`src/rtl/scramble.sv`:
```
// Purpose : 2-bit/cycle additive scrambler, 11-bit LFSR x^11 + x^9 + 1.
// Latency : 1 cycle from unscrambled/unscrambled_valid to scrambled/scrambled_valid.
// Backpr. : none; every input cycle is accepted and the LFSR advances per valid bit.
// Ports   : clk, rst (sync, active-high); unscrambled[1:0] (bit 1 earliest),
//           unscrambled_valid[1:0] (00 none, 01/11 one bit in [1], 10 two bits);
//           bypass; seed_load/seed[10:0]; scrambled[1:0], scrambled_valid[1:0];
//           lfsr_fault (one-cycle pulse when an all-zero LFSR was recovered).
module scramble #(
   parameter logic [10:0] SEED = 11'h7ff
) (
   input  logic        clk,
   input  logic        rst,
   input  logic [1:0]  unscrambled,
   input  logic [1:0]  unscrambled_valid,
   input  logic        bypass,
   input  logic        seed_load,
   input  logic [10:0] seed,
   output logic [1:0]  scrambled,
   output logic [1:0]  scrambled_valid,
   output logic        lfsr_fault
);

   logic [10:0] r_lfsr;
   logic [1:0]  r_scrambled;
   logic [1:0]  r_scrambled_valid;
   logic        r_lfsr_fault;

   logic        w_zero;
   logic        w_k1;
   logic        w_k0;
   logic        w_one;
   logic        w_two;
   logic [1:0]  w_key;
   logic [1:0]  w_data;
   logic [10:0] w_lfsr_adv;
   logic [10:0] w_seed_val;

   always_comb begin
      w_zero     = (r_lfsr == 11'd0);
      // k1 keys the earlier bit; k0 is what k1 becomes after one shift,
      // so the 2-bit step equals two 1-bit steps.
      w_k1       = r_lfsr[8] ^ r_lfsr[10];
      w_k0       = r_lfsr[7] ^ r_lfsr[9];
      w_key      = w_zero ? 2'b00 : {w_k1, w_k0};
      w_two      = (unscrambled_valid == 2'b10);
      w_one      = unscrambled_valid[0];
      // A zero seed would lock the LFSR, so substitute the default.
      w_seed_val = (seed == 11'd0) ? SEED : seed;

      w_lfsr_adv = r_lfsr;
      if (w_two) begin
         w_lfsr_adv = {r_lfsr[8:0], w_k1, w_k0};
      end else if (w_one) begin
         w_lfsr_adv = {r_lfsr[9:0], w_k1};
      end

      w_data = bypass ? unscrambled : (unscrambled ^ w_key);
      if (w_one) begin
         w_data[0] = 1'b0;
      end else if (!w_two) begin
         w_data = 2'b00;
      end
   end

   always_ff @(posedge clk) begin
      if (rst) begin
         r_lfsr            <= SEED;
         r_scrambled       <= 2'b00;
         r_scrambled_valid <= 2'b00;
         r_lfsr_fault      <= 1'b0;
      end else begin
         r_scrambled       <= w_data;
         r_scrambled_valid <= unscrambled_valid;
         r_lfsr_fault      <= 1'b0;
         if (seed_load) begin
            // Same-cycle bits were already keyed with the pre-load state.
            r_lfsr <= w_seed_val;
         end else if (w_zero) begin
            r_lfsr       <= SEED;
            r_lfsr_fault <= 1'b1;
         end else begin
            r_lfsr <= w_lfsr_adv;
         end
      end
   end

   assign scrambled       = r_scrambled;
   assign scrambled_valid = r_scrambled_valid;
   assign lfsr_fault      = r_lfsr_fault;

endmodule

```
`config.mk`:
```
export PLATFORM = sky130hd
export DESIGN_NAME = scramble
export DESIGN_NICKNAME = d
export VERILOG_FILES = /design/src/rtl/scramble.sv
export SDC_FILE = /design/constraint.sdc
export NUM_CORES = 1
export LEC_CHECK = 0
export CAP_MARGIN = 20
export CORE_ASPECT_RATIO = 0.8
export CORE_MARGIN = 8
export CORE_UTILIZATION = 40
export DETAILED_ROUTE_END_ITERATION = 16
export GPL_TIMING_DRIVEN = 0
export PLACE_DENSITY_LB_ADDON = 0.25
export SETUP_SLACK_MARGIN = 0.1
export SKIP_CTS_REPAIR_TIMING = 1
export SYNTH_ARGS = -nofsm -noshare
export SYNTH_HDL_FRONTEND = slang
export SYNTH_SLANG_ARGS = --single-unit
```
`constraint.sdc`:
```
create_clock -name clk -period 3.9 [get_ports clk]
set_input_delay 0.78 -clock clk [delete_from_list [all_inputs] [get_ports clk]]
set_output_delay 0.78 -clock clk [all_outputs]
set_load 0.05 [all_outputs]
```
Word level (Yosys, flattened, before mapping):

Cells that the tools add are included.

* ROM bits: 0
* bits in writable memories: 0
* memories: 0
* bits in latches: 0
* register bits: 16

* shift-type cells: 0
* reduce and logical (&&, ||, !) cells: 5
* multiply operators: 0
* order comparisons: 0
* add/sub/neg operators: 0
* mux-type cells: 10
* eq/ne operators: 1
* divide/modulo/power cells: 0
* bitwise logic cells: 4

Operators with widths (number)
* two-way mux 11 bit: 5
* zero test 11 bit: 2
* two-way mux 2 bit: 3
* nonzero test 4 bit: 1
* OR reduction 3 bit: 1
* == test 2 bit (second input constant): 1
* two-way mux 1 bit: 2
* OR reduction 2 bit: 1
* bitwise XOR 1 bit: 2
* bitwise XOR 2 bit: 1
* NOT 1 bit: 1

Depth between registers and ports, before layout:

* depth in word-level cells: 6
* gate-level depth with buffers: 5
* gate-level depth less buffers: 4

Worst setup path after synthesis:

OpenSTA, ideal clock, no wires.

* path type: input -> register
* start: input port unscrambled_valid[0]
* end: register r_lfsr[3]
* buffers on the path: 1
* stages: 5
* data arrival time: 1.590 ns
* path slack: 2.187 ns
* setup time: 0.124 ns
* path through: buf_6 > nand2b_1 > mux2_2 > nor3_1 > o31ai_1

* word-level cells in the longest chain between the ends: 4

Ends and longest elaborated chain
* from (decl): RTL line 14 `input logic [1:0] unscrambled_valid,`
* == test 2 bit: RTL line 45 `w_two = (unscrambled_valid == 2'b10);`
* two-way mux 11 bit: RTL line 51 `if (w_two) begin`
* two-way mux 11 bit: RTL line 78 `end else if (w_zero) begin`
* two-way mux 11 bit: RTL line 75 `if (seed_load) begin`
* to (signal assigned): RTL line 77 `r_lfsr <= w_seed_val;`
* to (signal assigned): RTL line 82 `r_lfsr <= w_lfsr_adv;`
* to (decl): RTL line 23 `logic [10:0] r_lfsr;`

Several ways; a longest one is shown, not always the timed one.
A chain may end at the register's enable or synchronous reset.

Final worst setup path:

* start: register r_lfsr_fault (netlist: lfsr_fault)
* end: output port lfsr_fault

RTL lines
* from (decl): RTL line 26 `logic r_lfsr_fault;`
* from (signal assigned): RTL line 70 `r_lfsr_fault <= 1'b0;`
* from (signal assigned): RTL line 74 `r_lfsr_fault <= 1'b0;`
* from (signal assigned): RTL line 80 `r_lfsr_fault <= 1'b1;`
* to (decl): RTL line 20 `output logic lfsr_fault`

No word-level cell between the ends.

==> qor.txt <==
Run status: finished clean
Minimum clock period after layout: 2170 ps
N_diodes: 0
Met3 Resource Use GR: 3.02%
Slew margin rel.: 66.8%
WP data required: 3120 ps
Synth Register Bits: 16
Total number of nets in the final design: 155
First DRT Iteration DRCs: 51
Signal arrival time at the worst endpoint: 1390 ps
Clock transition time at the flip-flop clock pins of the worst setup and hold paths: 100 ps
Iteration count of the initial detailed-routing pass: 4
Dpl hpwl: 1890 um
DRC violations left: 0
Cell types occupying the most area after synthesis: sky130_fd_sc_hd__dfxtp_1, sky130_fd_sc_hd__a211oi_1, sky130_fd_sc_hd__o211ai_1
Total wirelength of the detailed-routed design: 2470 um
Die Span Y: 59.7 um
Standby leakage power: 0.000439 uW
Number of core rows: 16
Achievable Freq: 0.460 GHz
Critical Path Start Type: register
Cell area after synthesis: 956 sq um
Power per standard cell area: 302 nW/um^2
Number of buffers created by CTS: 3
Fraction of the yosys area taken by sequential cells: 33.5%
Max FO, Critical Path: 1
Mean area per synthesized cell: 8.69 sq um
Met1 usage: 16.3%
Post-synth top area share: 33.5%
CTS HTree Levels: 1
DR WL/cell: 15.3 um
Ratio of cells with drive above 1 in the final layout: 12.7%
GR peak layer: met2
Final count of pins violating max slew: 0
VDD IR-drop max: 129 uV
Final clock period utilization by the worst path: 55.7%
Horizontal die dimension: 70.7 um
Cell variety after synth: 28
Clock tree root driver cell: sky130_fd_sc_hd__clkbuf_4
All-Layer GR Usage: 12.3%
Clock Path Buffers: 2
WS Path Type: register to output port
Number of fillers in the final layout: 238
Setup repair after global routing missed its margin: no
Fraction of registers with async set or reset after synthesis: 0%
Final Wtd Congestion: 0.897
Vias/cell: 5.87
Starting density of the core: 40.5%
Accumulated negative setup slack: 0 ps
Number of cells produced by synthesis: 110
Clock tree from TritonCTS: built
Global-route wire length before repair: 4120 um
Most common library cell in the layout ignoring fill and taps: sky130_fd_sc_hd__clkdlybuf4s50_1
CP top delay family: buffers and inverters
Final worst clock skew: 11.2 ps
Number of nets in the synthesized netlist: 129
Highest-count cells in the layout ignoring fill and taps: sky130_fd_sc_hd__clkdlybuf4s50_1, sky130_fd_sc_hd__dfxtp_1, sky130_fd_sc_hd__nor2_1, sky130_fd_sc_hd__o21ai_0
Number of failing hold endpoints at the final stage: 0
Total congestion overflow after global routing: 0
Area enclosed by the die boundary: 4220 sq um
Total of warnings raised by yosys: 0
Non-Filler Cell Area, Final: 1220 sq um
Critical-path top delay cell: sky130_fd_sc_hd__clkdlybuf4s50_1
Via count of the first global-routing pass: 866
Count of input and output buffers: 21
Path type of the worst min-delay path: register to register
Number of enable-type register cells in the synthesized netlist: 0
Count of pins on the block boundary: 24
Clock Sinks: 16
Maximum number of pins on one net before global-route repair: 11
Post-placement cell area: 1200 sq um
Cell-by-cell listing of the critical path: clkdlybuf4s50_1
Via count of the routed design: 945
Cell accounting for the most synthesized area: sky130_fd_sc_hd__dfxtp_1
Maxcap violations: 0
Endpoints failing setup: 0
Top_reg_cell synth: sky130_fd_sc_hd__dfxtp_1
Transition at the pin with the smallest max-transition slack: 496 ps
Worst Setup End Kind: output port
Later-pin clock latency in the skew report: 290 ps
Post-detailed-route count of antenna-violating nets: 0
Longest individual stage delay on the worst path: 790 ps
Area growth from synthesis to layout: 27.9%
Placeable Area: 2360 sq um
Met2 demand-to-capacity share in global routing: 18.1%
Total buffers and inverters traversed by the critical path: 1
Initial antenna violation count: 0
[worst reg2reg max path, stage by stage (launching register included)]
cell	delay [ps]
sky130_fd_sc_hd__dfxtp_1	370
sky130_fd_sc_hd__nor3_1	330
sky130_fd_sc_hd__nand3_2	260
sky130_fd_sc_hd__and2_4	220
sky130_fd_sc_hd__o31ai_1	230
[registers in the layout (all words and copies together), names as in the netlist]
signal           count
lfsr_fault           1
r_lfsr              11
scrambled            2
scrambled_valid      2
[cell type report]
class	count	area, sq um	area share, %
plain buffers	9	78.8	6.45
clock buffers	3	22.5	1.84
multi-input cells	85	557	45.5
flip-flops and latches	16	320	26.2
well taps	27	33.8	2.76
repair buffers	21	210	17.2
[through the flow]
stage	utilization [%]	hold slack (ps)	std cells	total power (uW)	worst slack [ps]
finish	51.7	589	161	369	1730
global route	51.7	619	161	387	1690
CTS	51.7	580	161	370	1720
detailed placement	50.8	559	158	286	1660
global placement	50.8	561	158	285	1650
floorplan	-	512	110	249	2190
[power breakdown]
group          switching, uW  internal (uW)  total, uW
Combinational           45.6           47.0       92.5
Clock                   50.4           35.9       86.3
Sequential              15.0            175        190
Total                    111            258        369
[layer usage]
layer / up-vias / wire (um)
met1: 440 / 1200
met5: - / 0
met4: 0 / 32
met2: 29 / 1050
li1: 472 / -
met3: 4 / 177
[synthesized netlist by cell type (all sizes together) (5+ instances only)]
master / number
dfxtp: 16
nor2: 9
o21ai: 9
a211oi: 8
o211ai: 8
a31oi: 7
nand2: 7
nor3: 7
buf: 5
[final timing paths]
check,from,to,slack (ps),cells past startpoint
setup / recovery,lfsr_fault$_SDFF_PP0_,lfsr_fault,1730,1
hold / removal,r_lfsr[9]$_SDFFE_PP1P_,r_lfsr[9]$_SDFFE_PP1P_,590,2
setup reg to reg,r_lfsr[7]$_SDFFE_PP1P_,r_lfsr[9]$_SDFFE_PP1P_,2400,4
hold reg to reg,r_lfsr[9]$_SDFFE_PP1P_,r_lfsr[9]$_SDFFE_PP1P_,590,2
[logic make-up after synthesis]
logic type | count (synthesis) | share of synthesized area [%]
xor gates and xnor gates | 3 | 2.75
muxes | 3 | 3.40
AOI/OAI and AO/OA | 40 | 27.2
and+or+nand+nor | 39 | 24.9
buffers and inverters | 9 | 8.25
DFF | 16 | 33.5
(Power assumes the default switching activity.)
